<file path="config.mk">
export PLATFORM = sky130hd
export DESIGN_NAME = wb_port_arbiter
export DESIGN_NICKNAME = d
export VERILOG_FILES = /design/src/rtl/wb_port_arbiter_pkg.sv /design/src/rtl/wb_port_arbiter_rr_pick.sv /design/src/rtl/wb_port_arbiter.sv
export SDC_FILE = /design/constraint.sdc
export NUM_CORES = 1
export LEC_CHECK = 0
export CAP_MARGIN = 10
export CORE_MARGIN = 1
export CORE_UTILIZATION = 32
export DETAILED_ROUTE_END_ITERATION = 8
export PLACE_DENSITY = 0.7
export SYNTH_ARGS = -nofsm -noshare
export SYNTH_HDL_FRONTEND = slang
export SYNTH_SLANG_ARGS = --single-unit
</file>
<file path="constraint.sdc">
create_clock -name clk -period 3.5 [get_ports clk]
set_clock_uncertainty 0.05 [all_clocks]
set_input_delay 0.7 -clock clk [delete_from_list [all_inputs] [get_ports clk]]
set_output_delay 0.7 -clock clk [all_outputs]
set_load 0.005 [all_outputs]
</file>
<file path="src/rtl/wb_port_arbiter_pkg.sv">
// Shared constants and request payload type for the write-back port arbiter.
package wb_port_arbiter_pkg;

  localparam int unsigned XLEN_DEF   = 32;
  localparam int unsigned RIDX_W_DEF = 5;
  localparam int unsigned WB_NUM_REQ = 3;

  // Producer-side request bundle, flattened into the arbiter's request vectors
  typedef struct packed {
    logic                  valid;
    logic [RIDX_W_DEF-1:0] rd;
    logic [XLEN_DEF-1:0]   data;
  } wb_req_t;

  function automatic int unsigned idx_width(input int unsigned n);
    return (n > 1) ? $clog2(n) : 1;
  endfunction

endpackage

</file>
<file path="src/rtl/wb_port_arbiter_rr_pick.sv">
// Combinational rotate-priority picker: first set request after ptr_i, wrapping.
module rr_pick
  import wb_port_arbiter_pkg::*;
#(
  parameter int unsigned N = 3
) (
  input  logic [N-1:0]            req_i,
  input  logic [idx_width(N)-1:0] ptr_i,
  output logic [N-1:0]            gnt_o,
  output logic [idx_width(N)-1:0] idx_o,
  output logic                    any_o
);

  localparam int unsigned IW = idx_width(N);

  always_comb begin
    gnt_o = '0;
    idx_o = '0;
    any_o = 1'b0;
    for (int unsigned k = 1; k <= N; k++) begin
      int unsigned j;
      j = (32'(ptr_i) + k) % N;
      if (!any_o && req_i[j]) begin
        any_o    = 1'b1;
        gnt_o[j] = 1'b1;
        idx_o    = IW'(j);
      end
    end
  end

endmodule

</file>
<file path="src/rtl/wb_port_arbiter.sv">
// Round-robin arbiter sharing the RF write port, with a one-entry output stage.
// Optional WB_ARB_STATS_EN adds conflict/stall counters.
module wb_port_arbiter
  import wb_port_arbiter_pkg::*;
#(
  parameter int unsigned NUM_REQ = WB_NUM_REQ,
  parameter int unsigned XLEN    = XLEN_DEF,
  parameter int unsigned RIDX_W  = RIDX_W_DEF
) (
  input  logic                       clk,
  input  logic                       rst,
  input  logic [NUM_REQ-1:0]         req_valid,
  output logic [NUM_REQ-1:0]         req_ready,
  input  logic [NUM_REQ*RIDX_W-1:0]  req_rd,
  input  logic [NUM_REQ*XLEN-1:0]    req_data,
  output logic                       rf_we,
  output logic [RIDX_W-1:0]          rf_waddr,
  output logic [XLEN-1:0]            rf_wdata,
  input  logic                       rf_wr_ready,
`ifdef WB_ARB_STATS_EN
  output logic [31:0]                conflict_cnt,
  output logic [31:0]                stall_cnt,
`endif
  output logic [$clog2(NUM_REQ)-1:0] grant_id
);

  localparam int unsigned IDW = $clog2(NUM_REQ);

  logic              out_valid_q, out_valid_d;
  logic [RIDX_W-1:0] out_rd_q, out_rd_d;
  logic [XLEN-1:0]   out_data_q, out_data_d;
  logic [IDW-1:0]    out_id_q, out_id_d;
  logic [IDW-1:0]    rr_ptr_q, rr_ptr_d;

  logic [NUM_REQ-1:0] pick_gnt;
  logic [IDW-1:0]     pick_idx;
  logic               pick_any;
  logic               can_load_c, drain_c, accept_c;
  logic [RIDX_W-1:0]  sel_rd_c;
  logic [XLEN-1:0]    sel_data_c;

  rr_pick #(.N(NUM_REQ)) u_pick (
    .req_i (req_valid),
    .ptr_i (rr_ptr_q),
    .gnt_o (pick_gnt),
    .idx_o (pick_idx),
    .any_o (pick_any)
  );

  assign can_load_c = !out_valid_q || rf_wr_ready;
  assign drain_c    = out_valid_q && rf_wr_ready;
  assign accept_c   = pick_any && can_load_c;
  assign req_ready  = can_load_c ? pick_gnt : '0;

  // Mux the winner's payload out of the flattened request vectors
  always_comb begin
    sel_rd_c   = '0;
    sel_data_c = '0;
    for (int unsigned i = 0; i < NUM_REQ; i++) begin
      if (pick_idx == IDW'(i)) begin
        sel_rd_c   = req_rd[i*RIDX_W +: RIDX_W];
        sel_data_c = req_data[i*XLEN +: XLEN];
      end
    end
  end

  always_comb begin
    out_valid_d = out_valid_q;
    out_rd_d    = out_rd_q;
    out_data_d  = out_data_q;
    out_id_d    = out_id_q;
    rr_ptr_d    = rr_ptr_q;
    if (accept_c) begin
      rr_ptr_d = pick_idx;
      if (sel_rd_c != '0) begin
        out_valid_d = 1'b1;
        out_rd_d    = sel_rd_c;
        out_data_d  = sel_data_c;
        out_id_d    = pick_idx;
      end else if (drain_c) begin
        // x0 writes are consumed but never reach the RF
        out_valid_d = 1'b0;
      end
    end else if (drain_c) begin
      out_valid_d = 1'b0;
    end
  end

  always_ff @(posedge clk or posedge rst) begin
    if (rst) begin
      out_valid_q <= 1'b0;
      out_rd_q    <= '0;
      out_data_q  <= '0;
      out_id_q    <= '0;
      rr_ptr_q    <= IDW'(NUM_REQ - 1);
    end else begin
      out_valid_q <= out_valid_d;
      out_rd_q    <= out_rd_d;
      out_data_q  <= out_data_d;
      out_id_q    <= out_id_d;
      rr_ptr_q    <= rr_ptr_d;
    end
  end

  assign rf_we    = out_valid_q;
  assign rf_waddr = out_rd_q;
  assign rf_wdata = out_data_q;
  assign grant_id = out_id_q;

`ifdef WB_ARB_STATS_EN
  logic [31:0] conflict_q;
  logic [31:0] stall_q;

  // Free-running event counters, wrapping naturally at 2^32
  always_ff @(posedge clk or posedge rst) begin
    if (rst) begin
      conflict_q <= '0;
      stall_q    <= '0;
    end else begin
      if ($countones(req_valid) > 1) conflict_q <= conflict_q + 32'd1;
      if (out_valid_q && !rf_wr_ready) stall_q <= stall_q + 32'd1;
    end
  end

  assign conflict_cnt = conflict_q;
  assign stall_cnt    = stall_q;
`endif

endmodule

</file>
## After elaboration in Yosys (flattened, before gate mapping)

Cells that the tools add are included.

| word-level totals | value |
|---|---|
| flip-flop bits (word level) | 42 |
| bits of input ports | 117 |
| output and inout bits | 43 |
| logic and storage cells | 66 |

| cells by class | value |
|---|---|
| add/subtract/negate cells | 3 |
| div/mod/pow operators | 3 |
| magnitude comparators | 6 |
| eq/ne operators | 2 |
| muxes and demuxes | 31 |
| bitwise logic cells | 2 |
| reductions and logical operators | 14 |

Operators by type and width:

| operator | count |
|---|---|
| >= comparator 32 x 1 -> 1 bit (second input constant) | 3 |
| less-than comparator 32 x 3 -> 1 bit (second input constant) | 3 |
| modulo 32 x 2 -> 32 bit (second input constant) | 3 |
| two-way mux 32 bit | 3 |
| two-way mux 5 bit | 3 |
| two-way mux 1 bit | 12 |
| two-way mux 3 bit | 4 |
| logical AND 1 bit | 7 |
| adder 2 x 2 -> 3 bit (second input constant) | 2 |
| binary-select mux 1 bit (select 2 bit) | 3 |
| demux 1 bit (select 2 bit) | 3 |
| two-way mux 2 bit | 3 |
| OR 3 bit | 2 |
| nonzero test 5 bit | 1 |
| adder 2 x 1 -> 3 bit (second input constant) | 1 |
| zero test 1 bit | 3 |
| equality test 2 x 1 -> 1 bit (second input constant) | 1 |
| equality test 2 bit (second input constant) | 1 |
| zero test 2 bit | 1 |
| AND reduction 2 bit | 1 |
| logical OR 1 bit | 1 |

## Depth between registers and ports, before layout

Gate-level depths: netlist (run 1).

| depth | value |
|---|---|
| depth in word-level cells | 18 |
| gate-level depth with buffers | 13 |
| gate-level depth less buffers | 9 |

## Hierarchy

A second synthesis (run 1) with hierarchy kept.

| second synthesis, totals | value |
|---|---|
| cell total of the unflattened synthesis | 269 |
| area total of the unflattened synthesis | 2826.5 um^2 |

Modules (own cells, without submodules):

| module | times used | cells each | area an instance (um^2) | sequential area each (um^2) |
|---|---|---|---|---|
| wb_port_arbiter | 1 | 229 | 2544.9 | 1052.3 |
| rr_pick | 1 | 40 | 281.5 | 0.0 |

## Worst setup path after synthesis (run 1)

OpenSTA, ideal clock, no wires.

| path | value |
|---|---|
| kind | reg2out |
| start point | register rr_ptr_q[1] |
| end point | output port req_ready[1] |
| arrival | 2359 ps |
| data required time | 2750 ps |
| slack | 391 ps |
| stages on the path, launching flop included | 9 |
| buffers on the path | 3 |
| path through | dfstp_2 ha_1 buf_2 nor2b_1 o31ai_2 o41a_1 clkbuf_1 clkbuf_1 nor2_1 |

| on the way | value |
|---|---|
| cells in the longest elaborated chain, start to end | 12 |
| elaborated cells on any way between the ends | 39 |
| those cells by class | 3 x add/sub; 3 x div; 6 x order compare; 18 x mux; 2 x bitwise; 7 x reduce/logical |

RTL lines:

| item | RTL line | text |
|---|---|---|
| start: declaration | wb_port_arbiter.sv:33 | `logic [IDW-1:0] rr_ptr_q, rr_ptr_d;` |
| start signal: assignment | wb_port_arbiter.sv:95 | `rr_ptr_q <= IDW'(NUM_REQ - 1);` |
| start signal: assignment | wb_port_arbiter.sv:101 | `rr_ptr_q <= rr_ptr_d;` |
| adder 2 x 1 -> 3 bit | wb_port_arbiter_rr_pick.sv:22 | `j = (32'(ptr_i) + k) % N;` |
| modulo 32 x 2 -> 32 bit | wb_port_arbiter_rr_pick.sv:22 |  |
| >= comparator 32 x 1 -> 1 bit (implied by the code) (tied with other cells) | wb_port_arbiter_rr_pick.sv:25 | `gnt_o[j] = 1'b1;` |
| logical AND 1 bit (implied by the code) / two-way mux 1 bit (equally long branches) | wb_port_arbiter_rr_pick.sv:25, wb_port_arbiter_rr_pick.sv:23 |  |
| two-way mux 1 bit (on tied branches) | wb_port_arbiter_rr_pick.sv:25, wb_port_arbiter_rr_pick.sv:23 |  |
| demux 1 bit (select 2 bit) / zero test 1 bit (equally long branches) | -- |  |
| two-way mux 3 bit / logical AND 1 bit (equally long branches) | wb_port_arbiter_rr_pick.sv:23 | `if (!any_o && req_i[j]) begin` |
| OR 3 bit (no line) / two-way mux 1 bit (equally long branches) | -- |  |
| two-way mux 3 bit / zero test 1 bit (equally long branches) | wb_port_arbiter_rr_pick.sv:23 |  |
| OR 3 bit (no line) / logical AND 1 bit (equally long branches) | -- |  |
| two-way mux 3 bit (*) | wb_port_arbiter_rr_pick.sv:23 |  |
| two-way mux 3 bit (*) | wb_port_arbiter.sv:53 | `assign req_ready = can_load_c ? pick_gnt : '0;` |
| end: declaration | wb_port_arbiter.sv:13 | `output logic [NUM_REQ-1:0] req_ready,` |

Every way passes the cells marked *; elsewhere a longest branch is shown, timed or not. The select of a mux whose other input is x is not followed.

## Worst setup path in the final report (run 1)

| path | value |
|---|---|
| start point | register rr_ptr_q[0] |
| end point | output port req_ready[2] |

Same word-level chain as after synthesis.

==> results of run 1 <==
-- path summary, 6_finish.rpt --
check,start,endpoint,cells past startpoint
max in group asynchronous,rst,rf_waddr[2],2
worst max-delay path,rr_ptr_q[0],req_ready[2],9
worst min-delay path,rf_wdata[21],rf_wdata[21],1
worst max register to register,rr_ptr_q[1],grant_id[0],11
min in group asynchronous,rst,rf_wdata[15],2
worst min register to register,rf_wdata[21],rf_wdata[21],1
-- state kept, by name (all words and copies together) (netlist names) --
register  cells
rf_we         1
rf_wdata     32
rf_waddr      5
grant_id      2
rr_ptr_q      2
-- critical path: cells and delay by family, from the launching register on --
| family | cells | cell delay, ns |
|---|---|---|
| buffers and inverters | 3 | 0.83 |
| flip-flops | 1 | 0.40 |
| adder cells (fa/ha/maj) | 1 | 0.35 |
| AO/OA/AOI/OAI | 2 | 0.28 |
| multiplexers | 1 | 0.25 |
| AND/OR/NAND/NOR | 2 | 0.20 |
-- timing repair --
action	4_1_cts	5_1_grt
pin swaps	1	1
resized for setup	5	5
setup buffers	1	3
hold buffers	0	0
endpoints found under the setup margin	2	3
-- logic make-up (layout without fill, tap and decap cells) --
| kind of cell | Yosys count | count (layout) | synth area share [%] |
|---|---|---|---|
| compound gates | 73 | 73 | 21.2 |
| mux | 38 | 38 | 15.8 |
| flops | 42 | 42 | 39.2 |
| fa+ha+maj | 4 | 4 | 1.86 |
| buf+inv | 47 | 223 | 7.36 |
| simple gates | 89 | 89 | 14.6 |
-- per-stage QoR --
stage | cells | setup TNS (ns)
floorplan | 293 | 0
global placement | 562 | -1.25
detailed placement | 562 | -1.84
CTS | 571 | 0
global route | 574 | 0
finish | 574 | 0
-- area by class of cell --
class	instances	area, sq um
clock buffer	6	82.6
clock inverter	2	12.5
fill	731	3430
inverter	25	93.8
multi-input combinational	204	1510
sequential	42	1050
tap	105	131
timing repair buffer	190	1870
-- per-layer routing --
| layer | track usage (%) | vias to the layer above | wire [um] |
|---|---|---|---|
| met5 | 0 | - | 0 |
| met4 | 3.59 | 0 | 57 |
| met3 | 4.72 | 6 | 617 |
| met2 | 36.8 | 117 | 4550 |
| met1 | 24.4 | 1403 | 3540 |
| li1 | - | 1406 | - |
-- layout by cell type, fill, tap and decap left out, types with 4 or more instances in the layout --
cell type,synthesis,final
clkdlybuf4s50_1,0,157
dfrtp_1,41,41
nand2_1,37,37
nor2_1,33,32
buf_4,1,28
inv_1,25,24
mux2_2,18,18
a31oi_1,16,15
mux2i_1,16,14
a222oi_1,13,13
o22ai_1,12,12
a21oi_1,7,7
clkbuf_8,0,6
nand2b_1,4,4
nor2b_1,4,4
mux2_4,4,4
-- power by group through the flow --
stage / logic, mW / registers (mW) / clock network, mW
2_1_floorplan: 1.68 / 0.908 / 0
3_3_place_gp: 3.02 / 0.894 / 0
3_5_place_dp: 3.07 / 0.904 / 0
4_1_cts: 3.13 / 0.902 / 0.334
5_1_grt: 3.41 / 0.931 / 0.359
6_report: 3.16 / 0.896 / 0.326
==> impl_metrics.json, run 1 <==
{
  "status": "finished clean",
  "critical_path_arrival_ns": 2.60,
  "dr.pass1.iters": 5,
  "drc": 0,
  "drt_iter0_drc": 123,
  "clock_latency_ns": 0.29,
  "final_util_pct": 58.0,
  "gp_congestion": 0.894,
  "cts_tree": "yes",
  "placed_area_sq_mm": 0.00458,
  "cts_sinks": 42,
  "synth_flop_cell": "dfrtp_1",
  "vias_per_cell": 5.11,
  "worst_slack_ns": 0.153,
  "first_global_vias": 2918,
  "drv_cap": 0,
  "seq_power_share_pct": 20.5,
  "antenna_found_initial": 0,
  "die_h_um": 93.6,
  "io_buffers": 159,
  "clk_pin_slew_ns": 0.08,
  "die_width_um": 93.6,
  "wirelength_um": 8760,
  "htree_levels": 2,
  "max_stage_delay_ns": 0.53,
  "crit_fanout": 9,
  "cp-end-kind": "output pin",
  "power_frac_clock_pct": 7.4,
  "final_nets": 589,
  "fin_crit_ns": 3.35,
  "yosysTopAreaCell": "dfrtp_1",
  "root_buffer": "clkbuf_8",
  "syn_area_per_cell_sq_um": 9.16,
  "core_area_sq_mm": 0.00818,
  "vdd_drop_max_v": 0.000373,
  "grt_setup_unrepaired": "false",
  "fin_area_sq_mm": 0.00474,
  "synth-seq-cells": 42,
  "synth_cells": 293,
  "p_int_mw": 2.64,
  "grt_overflow": 0,
  "initial_core_util_pct": 32.8,
  "fmax_mhz": 299,
  "grt_pass1_wl_um": 13900,
  "yosysTopAreaCellShare_pct": 38.2,
  "worst_pin_slew_ns": 0.863,
  "numCtsBuffers": 5,
  "slew_viol_final": 0,
  "synth_edf_count": 0,
  "avgRoutedWirePerCell_um": 15.3,
  "netlist_area_sq_mm": 0.00269,
  "sw_frac_of_total_pct": 39.7,
  "finalCritPeriodShare_pct": 95.6,
  "drive_above_1_share_pct": 16.6,
  "ys_types": 44,
  "io_pins": 160,
  "yosysWarnings": 0,
  "ant_nets": 0,
  "syn_nets": 414,
  "ys_seq_area_share_pct": 39.2,
  "ff2ff_setup_slack_ns": 0.22,
  "vias": 2932,
  "finalPower_mw": 4.38,
  "power_density_mw_per_mm2": 923,
  "area_delta_synth_final_pct": 76.7,
  "rows": 33,
  "synth_area_leaders": "dfrtp_1 (38%), mux2_2 (7.5%), mux2i_1 (6.0%), nand2_1 (5.2%), a222oi_1 (4.8%)",
  "hp-class": "register to register",
  "startpoint_type": "register",
  "grt_max_degree": 43,
  "clockBufferDepth": 2,
  "dp_hpwl_um": 6810,
  "critical_path_class": "register to output pin",
  "antennaDiodeCount": 0,
  "yosysMostFrequentCell": "dfrtp_1",
  "synthTopCellsByCount": "dfrtp_1 (41), nand2_1 (37), nor2_1 (33), inv_1 (25), mux2_2 (18)",
  "ys_async_sr_fraction_pct": 100,
  "p_comb_share_pct": 72.1,
  "cp.required_ns": 2.75,
  "path_cells": "inv_1, ha_4, mux2i_4, o22ai_2, buf_4, nor2_1, nand3_1, a21oi_1, clkdlybuf4s50_1",
  "die_area_sq_mm": 0.00876,
  "switching_power_mw": 1.74,
  "p_leak_nw": 2.03,
  "slowest_stage": "clkdlybuf4s50_1",
  "pre_cts_slack_ns": -0.0915,
  "hold_viol_final": 0,
  "grt_usage_pct": 20.2,
  "slew_headroom_pct": 42.4,
  "hold-worst-slack_ns": 0.461,
  "setup_viol": 0
}
Note: power is estimated with default switching activity, not from simulation.
==> run 2, diff against run 1 <==
- CTS_CLUSTER_SIZE: not set -> 8
- REMOVE_ABC_BUFFERS: not set -> 1
- TNS_END_PERCENT: not set -> 100
==> impl_metrics.json, run 2 (synthesis gave the netlist of run 1 again) <==
{
  "core_area_sq_mm": 0.00818,
  "die_width_um": 93.6,
  "hp-class": "register to register",
  "avgRoutedWirePerCell_um": 15.2,
  "final_nets": 590,
  "io_pins": 160,
  "fin_tns_setup_ns": 0,
  "dp.cells": 562,
  "ctsHoldBuffers": 0,
  "wirelength_um": 8770,
  "grt_pass1_wl_um": 13400,
  "final_cell_count_no_fill": 575,
  "root_buffer": "clkbuf_8",
  "gp_congestion": 0.873,
  "final_common_cell": "clkdlybuf4s50_1",
  "multi_input_area_sq_mm": 0.00150,
  "grt_max_degree": 43,
  "clk_pin_slew_ns": 0.08,
  "rows": 33,
  "first_global_vias": 2768,
  "vias": 2913,
  "cp-end-kind": "output pin",
  "cp.required_ns": 2.75,
  "die_h_um": 93.6,
  "dp_hpwl_um": 6750,
  "drive_above_1_share_pct": 16.4,
  "area_delta_synth_final_pct": 76.9,
  "startpoint_type": "input port",
  "die_area_sq_mm": 0.00876,
  "antenna_found_initial": 0,
  "clockBufferDepth": 2,
  "critical_path_class": "input port to output pin",
  "grt_overflow": 0,
  "slew_viol_final": 0,
  "htree_levels": 2,
  "crit_fanout": 5,
  "vdd_drop_max_v": 0.000424,
  "clock_latency_ns": 0.29,
  "worst_pin_slew_ns": 0.864,
  "nFillCells": 703,
  "cts_sinks": 42,
  "power_density_mw_per_mm2": 934,
  "numCtsBuffers": 5,
  "layout_common_cells": "clkdlybuf4s50_1 (157), dfrtp_1 (41), nand2_1 (37)",
  "ant_nets": 0,
  "largest_reg_flops": 32,
  "drv_cap": 0,
  "slew_headroom_pct": 42.3,
  "grt_setup_unrepaired": "false",
  "io_buffers": 159,
  "fin_crit_ns": 3.39,
  "critical_path_arrival_ns": 2.64,
  "drt_iter0_drc": 166,
  "antennaDiodeCount": 0,
  "cts_tree": "yes",
  "finalCritPeriodShare_pct": 96.9,
  "drc": 0,
  "seq_area_sq_mm": 0.00105,
  "fmax_mhz": 295,
  "finalPower_mw": 4.44,
  "p_leak_nw": 2.03,
  "vias_per_cell": 5.07,
  "grt_usage_pct": 19.6,
  "hold_viol_final": 0,
  "worst_slack_ns": 0.108,
  "initial_core_util_pct": 32.8,
  "dr.pass1.iters": 8,
  "pre_cts_slack_ns": -0.101,
  "setup_viol": 0,
  "status": "finished clean"
}
run 2: area by class of cell:
type | count | area share [%]
Tap cell | 105 | 2.77
Sequential cell | 42 | 22.1
Clock inverter | 2 | 0.790
Clock buffer | 6 | 1.53
Multi-Input combinational cell | 204 | 31.6
Timing Repair Buffer | 191 | 39.2
Inverter | 25 | 1.98
run 2: power by group:
part	internal [mW]	total, mW	switching, mW
clock	0.213	0.382	0.169
sequential	0.759	0.894	0.135
combinational	1.74	3.16	1.42
total	2.71	4.44	1.72
run 2: repair_timing:
action                     4_1_cts  5_1_grt
gates cloned                     0        0
setup endpoints to repair        2        3
pin swaps                        1        1
gates resized for setup          4        5
setup buffers                    1        4
run 2: per-stage QoR:
step,hold WS [ns],utilization (%),area [sq um]
after floorplan,0.449,-,2580
after global placement,0.438,55.9,4570
final,0.458,58.1,4750
after detailed placement,0.443,55.9,4570
after CTS,0.462,57.5,4700
after global routing,0.482,58.1,4750
run 2: path summary, 6_finish.rpt:
kind                                    from  slack [ns]           end  cells after the start
worst max-delay path            req_valid[2]        0.11  req_ready[1]                      6
worst min-delay path            rf_wdata[20]        0.46  rf_wdata[20]                      1
worst max register to register   rr_ptr_q[1]        0.28         rf_we                     12
worst min register to register  rf_wdata[20]        0.46  rf_wdata[20]                      1
max in group asynchronous                rst        2.00   rf_wdata[2]                      2
min in group asynchronous                rst        0.85   rf_wdata[6]                      2
run 2: critical path: stages:
cell             delay [ns]
clkdlybuf4s50_1        0.51
buf_4                  0.20
a21boi_1               0.13
o41a_1                 0.43
nor2_2                 0.15
clkdlybuf4s50_1        0.53
run 2: routing by layer:
| layer | track usage (%) | up-vias | routed length (um) | share of wire [%] |
|---|---|---|---|---|
| met3 | 6.34 | 2 | 757 | 8.6 |
| met4 | 3.46 | 0 | 18 | 0.21 |
| met2 | 33.9 | 130 | 4310 | 49 |
| li1 | - | 1415 | - | - |
| met1 | 23.9 | 1366 | 3680 | 42 |
| met5 | 0 | - | 0 | 0 |
